==> src/rtl/vscale_htif_pcr_bridge.sv <==
// vscale_htif_pcr_bridge: byte-serial host link <-> HTIF PCR request/response channel.
// One PCR transaction in flight at a time.
// Optional feature macro: VSCALE_HTIF_WRITE_ACK_EN. When defined, writes return the
// 8-byte read-back response. When undefined, the write response is consumed and dropped.
module vscale_htif_pcr_bridge #(
  parameter  int unsigned TIMEOUT_CYCLES = 0,
  localparam int unsigned HTIF_PCR_WIDTH = 64,
  localparam int unsigned CSR_ADDR_WIDTH = 12
) (
  input  logic                      clk,
  input  logic                      reset_n,
  input  logic                      host_in_valid,
  output logic                      host_in_ready,
  input  logic [7:0]                host_in_data,
  output logic                      host_out_valid,
  input  logic                      host_out_ready,
  output logic [7:0]                host_out_data,
  output logic                      htif_pcr_req_valid,
  input  logic                      htif_pcr_req_ready,
  output logic                      htif_pcr_req_rw,
  output logic [CSR_ADDR_WIDTH-1:0] htif_pcr_req_addr,
  output logic [HTIF_PCR_WIDTH-1:0] htif_pcr_req_data,
  input  logic                      htif_pcr_resp_valid,
  output logic                      htif_pcr_resp_ready,
  input  logic [HTIF_PCR_WIDTH-1:0] htif_pcr_resp_data,
  output logic                      busy
);

  localparam int unsigned CNT_WIDTH = 3;
  localparam int unsigned BYTE_W    = 8;
`ifdef VSCALE_HTIF_WRITE_ACK_EN
  localparam bit WRITE_ACK = 1'b1;
`else
  localparam bit WRITE_ACK = 1'b0;
`endif

  typedef enum logic [2:0] {
    ST_CMD  = 3'd0,
    ST_ADDR = 3'd1,
    ST_DATA = 3'd2,
    ST_REQ  = 3'd3,
    ST_RESP = 3'd4,
    ST_SEND = 3'd5
  } state_e;

  state_e                    state_q, state_d;
  logic [CNT_WIDTH-1:0]      cnt_q, cnt_d;
  logic                      rw_q, rw_d;
  logic [CSR_ADDR_WIDTH-1:0] addr_q, addr_d;
  logic [HTIF_PCR_WIDTH-1:0] data_q, data_d;
  logic [HTIF_PCR_WIDTH-1:0] shift_q, shift_d;

  logic host_in_ready_q, host_in_ready_d;
  logic host_out_valid_q, host_out_valid_d;
  logic req_valid_q, req_valid_d;
  logic resp_ready_q, resp_ready_d;
  logic busy_q, busy_d;

  logic host_in_fire, host_out_fire, req_fire, resp_fire;
  logic resp_to_host, cnt_last;

  // Reserved link-supervision parameter has no function yet.
  logic unused_timeout;
  assign unused_timeout = (TIMEOUT_CYCLES != 32'd0);

  // Handshake decodes use the registered valid/ready flags, so nothing fires in reset.
  assign host_in_fire  = host_in_valid & host_in_ready_q;
  assign host_out_fire = host_out_valid_q & host_out_ready;
  assign req_fire      = req_valid_q & htif_pcr_req_ready;
  assign resp_fire     = resp_ready_q & htif_pcr_resp_valid;
  assign resp_to_host  = ~rw_q | WRITE_ACK;
  assign cnt_last      = &cnt_q;

  // State, datapath and output registers.
  always_ff @(posedge clk or negedge reset_n) begin
    if (!reset_n) begin
      state_q          <= ST_CMD;
      cnt_q            <= '0;
      rw_q             <= 1'b0;
      addr_q           <= '0;
      data_q           <= '0;
      shift_q          <= '0;
      host_in_ready_q  <= 1'b0;
      host_out_valid_q <= 1'b0;
      req_valid_q      <= 1'b0;
      resp_ready_q     <= 1'b0;
      busy_q           <= 1'b0;
    end else begin
      state_q          <= state_d;
      cnt_q            <= cnt_d;
      rw_q             <= rw_d;
      addr_q           <= addr_d;
      data_q           <= data_d;
      shift_q          <= shift_d;
      host_in_ready_q  <= host_in_ready_d;
      host_out_valid_q <= host_out_valid_d;
      req_valid_q      <= req_valid_d;
      resp_ready_q     <= resp_ready_d;
      busy_q           <= busy_d;
    end
  end

  // Next-state logic: packet parse, PCR handshake, response serialisation.
  always_comb begin
    state_d = state_q;
    case (state_q)
      ST_CMD:  if (host_in_fire) state_d = ST_ADDR;
      ST_ADDR: if (host_in_fire) state_d = rw_q ? ST_DATA : ST_REQ;
      ST_DATA: if (host_in_fire && cnt_last) state_d = ST_REQ;
      ST_REQ:  if (req_fire) state_d = ST_RESP;
      ST_RESP: if (resp_fire) state_d = resp_to_host ? ST_SEND : ST_CMD;
      ST_SEND: if (host_out_fire && cnt_last) state_d = ST_CMD;
      default: state_d = ST_CMD;
    endcase
  end

  // Datapath: field capture, byte counter and response shift register.
  always_comb begin
    cnt_d   = cnt_q;
    rw_d    = rw_q;
    addr_d  = addr_q;
    data_d  = data_q;
    shift_d = shift_q;
    case (state_q)
      ST_CMD: begin
        if (host_in_fire) begin
          rw_d         = host_in_data[7];
          addr_d[11:8] = host_in_data[3:0];
        end
      end
      ST_ADDR: begin
        if (host_in_fire) begin
          addr_d[7:0] = host_in_data;
          cnt_d       = '0;
        end
      end
      ST_DATA: begin
        if (host_in_fire) begin
          data_d[{cnt_q, 3'b000} +: BYTE_W] = host_in_data;
          cnt_d = cnt_q + CNT_WIDTH'(1);
        end
      end
      ST_RESP: begin
        if (resp_fire && resp_to_host) begin
          shift_d = htif_pcr_resp_data;
          cnt_d   = '0;
        end
      end
      ST_SEND: begin
        if (host_out_fire) begin
          shift_d = shift_q >> BYTE_W;
          cnt_d   = cnt_q + CNT_WIDTH'(1);
        end
      end
      default: ;
    endcase
  end

  // Output decode of the next state, registered so outputs stay low through reset.
  always_comb begin
    host_in_ready_d  = 1'b0;
    host_out_valid_d = 1'b0;
    req_valid_d      = 1'b0;
    resp_ready_d     = 1'b0;
    case (state_d)
      ST_CMD, ST_ADDR, ST_DATA: host_in_ready_d  = 1'b1;
      ST_REQ:                   req_valid_d      = 1'b1;
      ST_RESP:                  resp_ready_d     = 1'b1;
      ST_SEND:                  host_out_valid_d = 1'b1;
      default: ;
    endcase
    busy_d = (state_d != ST_CMD);
  end

  assign host_in_ready       = host_in_ready_q;
  assign host_out_valid      = host_out_valid_q;
  assign host_out_data       = shift_q[BYTE_W-1:0];
  assign htif_pcr_req_valid  = req_valid_q;
  assign htif_pcr_req_rw     = rw_q;
  assign htif_pcr_req_addr   = addr_q;
  assign htif_pcr_req_data   = data_q;
  assign htif_pcr_resp_ready = resp_ready_q;
  assign busy                = busy_q;

endmodule
==> config.mk <==
export PLATFORM = sky130hd
export DESIGN_NAME = vscale_htif_pcr_bridge
export DESIGN_NICKNAME = d
export VERILOG_FILES = /design/src/rtl/vscale_htif_pcr_bridge.sv
export SDC_FILE = /design/constraint.sdc
export NUM_CORES = 1
export LEC_CHECK = 0
export BUFFER_PORTS_ARGS = -buffer_cell sky130_fd_sc_hd__buf_2
export CAP_MARGIN = 5
export CORE_UTILIZATION = 35
export DETAILED_ROUTE_END_ITERATION = 12
export GPL_ROUTABILITY_DRIVEN = 0
export PLACE_DENSITY = 0.6
export SYNTH_ARGS = -nofsm -noshare
export SYNTH_HDL_FRONTEND = slang
export SYNTH_SLANG_ARGS = --single-unit
==> constraint.sdc <==
create_clock -name clk -period 2.4 [get_ports clk]
set_input_delay 0.12 -clock clk [delete_from_list [all_inputs] [get_ports clk]]
set_output_delay 0.12 -clock clk [all_outputs]
set_load 0.01 [all_outputs]
==> flow_summary.html <==
<table>
<tr><th>Metric</th><th>Value</th></tr>
<tr><th colspan="2">Floorplan</th></tr>
<tr><td>Die area</td><td>0.0195 mm²</td></tr>
<tr><td>Number of rows in the core area</td><td>just under 50</td></tr>
<tr><td>Initial Util</td><td>0.363</td></tr>
<tr><td>I/O pins</td><td>168</td></tr>
<tr><td>Die height</td><td>140 µm</td></tr>
<tr><td>Standard cell core area</td><td>about 0.018 mm²</td></tr>
<tr><td>Die W</td><td>140 µm</td></tr>
<tr><th colspan="2">Hold path</th></tr>
<tr><td>Hold path startpoint</td><td>host_in_data[4]</td></tr>
<tr><td>Class of the tightest hold or removal check</td><td>input port to flip-flop</td></tr>
<tr><th colspan="2">Final layout</th></tr>
<tr><td>Leading cell type in the layout, fill and taps excluded</td><td>sky130_fd_sc_hd__buf_2</td></tr>
<tr><td>Number of nets at the end of the flow</td><td>908</td></tr>
<tr><td>Share of layout cells above drive strength 1</td><td>0.355</td></tr>
<tr><td>Antenna Diode Count</td><td>0</td></tr>
<tr><td>Area added between synthesis and finish</td><td>35.4%</td></tr>
<tr><td>Final standard cell area without fillers</td><td>0.00898 mm²</td></tr>
<tr><td>Final Core Density</td><td>0.492</td></tr>
<tr><td>Leading cell types in the layout, fill and taps excluded</td><td>sky130_fd_sc_hd__buf_2, sky130_fd_sc_hd__dfrtp_1, sky130_fd_sc_hd__nand2_1</td></tr>
<tr><th colspan="2">Global route</th></tr>
<tr><td>First-pass GRT wire length</td><td>approximately 28 mm</td></tr>
<tr><td>Number of global-route vias before repair</td><td>between 5,000 and 6,000</td></tr>
<tr><td>Overall Global Routing Usage</td><td>0.189</td></tr>
<tr><td>Antenna violations before repair</td><td>0</td></tr>
<tr><td>Largest net degree at the start of global routing</td><td>113</td></tr>
<tr><td>Remaining global-route overflow</td><td>0</td></tr>
<tr><th colspan="2">Timing</th></tr>
<tr><td>Fin. max-slew vios</td><td>0</td></tr>
<tr><td>Final critical delay including setup and external delays</td><td>2.23 ns</td></tr>
<tr><td>Post-route fraction of the period consumed by the critical path</td><td>0.929</td></tr>
<tr><td>Count of final setup violators</td><td>0</td></tr>
<tr><td>Final Hold Vio Count</td><td>0</td></tr>
<tr><td>Fmax</td><td>between 400 and 500 MHz</td></tr>
<tr><td>Sum of negative setup slack</td><td>0 ns</td></tr>
<tr><td>Slew headroom</td><td>0.362</td></tr>
<tr><td>RSZ-0062 raised after global routing</td><td>no</td></tr>
<tr><td>Worst clock skew</td><td>~0.011 ns</td></tr>
<tr><td>Worst-margin pin slew</td><td>0.955 ns</td></tr>
<tr><th colspan="2">Synth</th></tr>
<tr><td>Sequential area share after synthesis</td><td>0.573</td></tr>
<tr><td>Cell taking the most area after synthesis</td><td>sky130_fd_sc_hd__dfrtp_1</td></tr>
<tr><td>Top cells by area in the synthesized netlist</td><td>sky130_fd_sc_hd__dfrtp_1, sky130_fd_sc_hd__mux2_2, sky130_fd_sc_hd__nand2_1</td></tr>
<tr><td>Synth cell types</td><td>43</td></tr>
<tr><td>Post-synth ARST share</td><td>1.00</td></tr>
<tr><td>Number of enable flip-flop cells after synthesis</td><td>0</td></tr>
<tr><td>Number of register bits inferred by synthesis</td><td>152</td></tr>
<tr><td>Synthesized netlist net count</td><td>a little under 700</td></tr>
<tr><td>Most used flip-flop cell after synthesis</td><td>sky130_fd_sc_hd__dfrtp_1</td></tr>
<tr><td>Number of standard cells after synthesis</td><td>596</td></tr>
<tr><td>Ys Warns</td><td>0</td></tr>
<tr><td>Area of the mapped netlist</td><td>0.00663 mm²</td></tr>
<tr><td>Avg Inst Size Synth</td><td>11.1 µm²</td></tr>
<tr><td>Share of the synthesized area in the top cell type</td><td>0.573</td></tr>
<tr><th colspan="2">Detailed routing</th></tr>
<tr><td>Antenna viol nets, final</td><td>0</td></tr>
<tr><td>Initial detailed-routing violation count</td><td>between 200 and 250</td></tr>
<tr><td>DRC violation count after routing</td><td>0</td></tr>
<tr><td>Drt wl/cell</td><td>16.3 µm</td></tr>
<tr><td>Vias per cell</td><td>4.93</td></tr>
<tr><td>Detailed-route wire length</td><td>~17 mm</td></tr>
<tr><td>Vias</td><td>5,249</td></tr>
<tr><td>1st-pass router iterations</td><td>4</td></tr>
<tr><th colspan="2">Clocking</th></tr>
<tr><td>H-tree Lvls</td><td>4</td></tr>
<tr><td>Number of buffers inserted during clock tree synthesis</td><td>17</td></tr>
<tr><td>Clock edge transition at the registers on the reported setup and hold paths</td><td>around 0.060 ns</td></tr>
<tr><td>Post-CTS repair timing setup buffer count</td><td>0</td></tr>
<tr><td>Maximum number of buffers from clock root to sink</td><td>2</td></tr>
<tr><td>CTS tree</td><td>yes</td></tr>
<tr><td>Source-to-sink clock delay at the later pin of the worst-skew pair</td><td>0.42 ns</td></tr>
<tr><td>Clk Tree Root Cell</td><td>sky130_fd_sc_hd__clkbuf_16</td></tr>
<tr><td>Clock Sink Count</td><td>around 150</td></tr>
<tr><th colspan="2">Critical path</th></tr>
<tr><td>Required time of the critical path</td><td>2.70 ns</td></tr>
<tr><td>Arrival time worst endpoint</td><td>2.53 ns</td></tr>
<tr><td>FF-to-FF path depth</td><td>7</td></tr>
<tr><td>Flop-to-flop setup slack</td><td>~0.17 ns</td></tr>
<tr><td>Worst setup path endpoint</td><td>htif_pcr_req_data[17]</td></tr>
<tr><td>Slowest cell on the critical path</td><td>sky130_fd_sc_hd__or4b_1</td></tr>
<tr><td>Critical Path, Cell by Cell</td><td>inv_1 &gt; ha_1 &gt; ha_1 &gt; or4b_1 &gt; buf_4 &gt; nor2_8 &gt; mux2_2</td></tr>
<tr><td>Crit path top cell by count</td><td>sky130_fd_sc_hd__ha_1</td></tr>
<tr><td>Largest stage delay on the critical path</td><td>0.43 ns</td></tr>
<tr><td>Buf/Inv on CP</td><td>2</td></tr>
<tr><td>Critical Path Fanout Max</td><td>8</td></tr>
<tr><td>Cell family with most CP delay</td><td>simple AND/OR/NAND/NOR gates</td></tr>
<tr><td>Startpoint of the most critical setup path</td><td>cnt_q[0]</td></tr>
<tr><td>FF-to-FF Start</td><td>cnt_q[0]</td></tr>
<tr><td>Startpoint types</td><td>flip-flop</td></tr>
<tr><td>Cell count along the critical path</td><td>7</td></tr>
<tr><td>Crit end category</td><td>flip-flop</td></tr>
<tr><td>Type of the worst setup path</td><td>flip-flop to flip-flop</td></tr>
<tr><td>Worst R2R End</td><td>htif_pcr_req_data[17]</td></tr>
<tr><th colspan="2">Power and ir drop</th></tr>
<tr><td>Leakage power of the design</td><td>4.60 nW</td></tr>
<tr><td>Final Total Pwr</td><td>~0.0084 W</td></tr>
<tr><td>IR drop worst, VDD</td><td>0.000742 V</td></tr>
<tr><td>Power density normalized to cell area</td><td>about 940 mW/mm²</td></tr>
<tr><th colspan="2">Placement</th></tr>
<tr><td>Number of buffers inserted by port buffering</td><td>167</td></tr>
<tr><td>Instance area at placement</td><td>0.00771 mm²</td></tr>
<tr><td>HPWL after detailed placement</td><td>roughly 11 mm</td></tr>
<tr><th colspan="2">Status</th></tr>
<tr><td>Status</td><td>finished clean</td></tr>
<tr><th colspan="2">Flow run</th></tr>
<tr><td>Max Cap Viol</td><td>0</td></tr>
</table>
[worst register-to-register path, cell delays in order, from the launching register on]
cell and delay, ns:
sky130_fd_sc_hd__dfrtp_1 0.35, sky130_fd_sc_hd__inv_1 0.06, sky130_fd_sc_hd__ha_1 0.20, sky130_fd_sc_hd__ha_1 0.28
sky130_fd_sc_hd__or4b_1 0.43, sky130_fd_sc_hd__buf_4 0.22, sky130_fd_sc_hd__nor2_8 0.21, sky130_fd_sc_hd__mux2_2 0.36
[where the power goes]
part	internal, W	switching [W]	leakage, nW
registers	0.00316	0.000361	1.98
clock network	0.00176	0.00105	0.302
logic	0.00101	0.00107	2.32
[sequential cells by signal, indices dropped and copies added (netlist names)]
name / cells
shift_q: 64
htif_pcr_req_addr: 12
htif_pcr_req_data: 64
htif_pcr_req_rw: 1
htif_pcr_resp_ready: 1
host_in_ready: 1
host_out_valid: 1
htif_pcr_req_valid: 1
busy: 1
cnt_q: 3
state_q: 3
[cells in the mapped netlist, drive strengths merged (2+ instances only)]
cell and n:
a311o 2, a22o 8, or3 2, mux2 77, nor2b 3, ha 6
o22ai 2, a31oi 58, nand3b 3, nand2 122, mux2i 2, buf 30
and2 25, dfrtp 152, nor2 65, nor3b 3, or4 2, nand2b 2
clkbuf 9, inv 4, and3 3, o21ai 2, nor3 3
[area by class of cell]
class	count	area, µm²
sequential	152	3800
fill	1648	9290
clock buffer	18	439
multi-input combinational	401	2620
clock inverter	13	178
timing repair buffer	248	1640
inverter	4	15.0
tap	229	287
[repair_timing]
action                                 in CTS  in global routing
resized for setup                           0                  1
hold buffers                               65                  0
endpoints found under the hold margin     107                  0
setup endpoints to repair                   0                  8
[worst min path at each step]
stage	end	slack (ns)	cells past startpoint
after global routing	htif_pcr_req_addr[4]	0.05	2
after global placement	shift_q[6]	0.08	1
after detailed placement	shift_q[6]	0.07	1
final	htif_pcr_req_data[36]	0.05	2
after CTS	htif_pcr_req_data[37]	0.04	2
after floorplan	busy	-0.18	0
[kinds of logic (layout without fill, tap and decap cells)]
group | count (synthesis) | count (layout) | synth area share
buffers and inverters | 43 | 283 | 0.0336
muxes | 79 | 79 | 0.134
DFF | 152 | 152 | 0.573
adders and majority gates | 6 | 6 | 0.0113
and+or+nand+nor | 239 | 239 | 0.169
AOI/OAI and AO/OA | 77 | 77 | 0.0787
[metrics by stage]
step / worst slack, ns / hold WS, ns / instances
floorplan: 0.182 / -0.176 / 596
global placement: 0.196 / 0.0795 / 969
detailed placement: 0.111 / 0.0699 / 969
CTS: 0.0747 / 0.0425 / 1065
global route: 0.0241 / 0.0480 / 1065
finish: 0.170 / 0.0518 / 1065
[routing by layer]
metal	track usage	up-vias	share of wire
met5	0	-	0
met2	0.310	166	0.47
met1	0.235	2548	0.44
met3	0.0578	20	0.069
li1	-	2515	-
met4	0.0642	0	0.015
No activity file was read; power rests on OpenSTA's default activity.
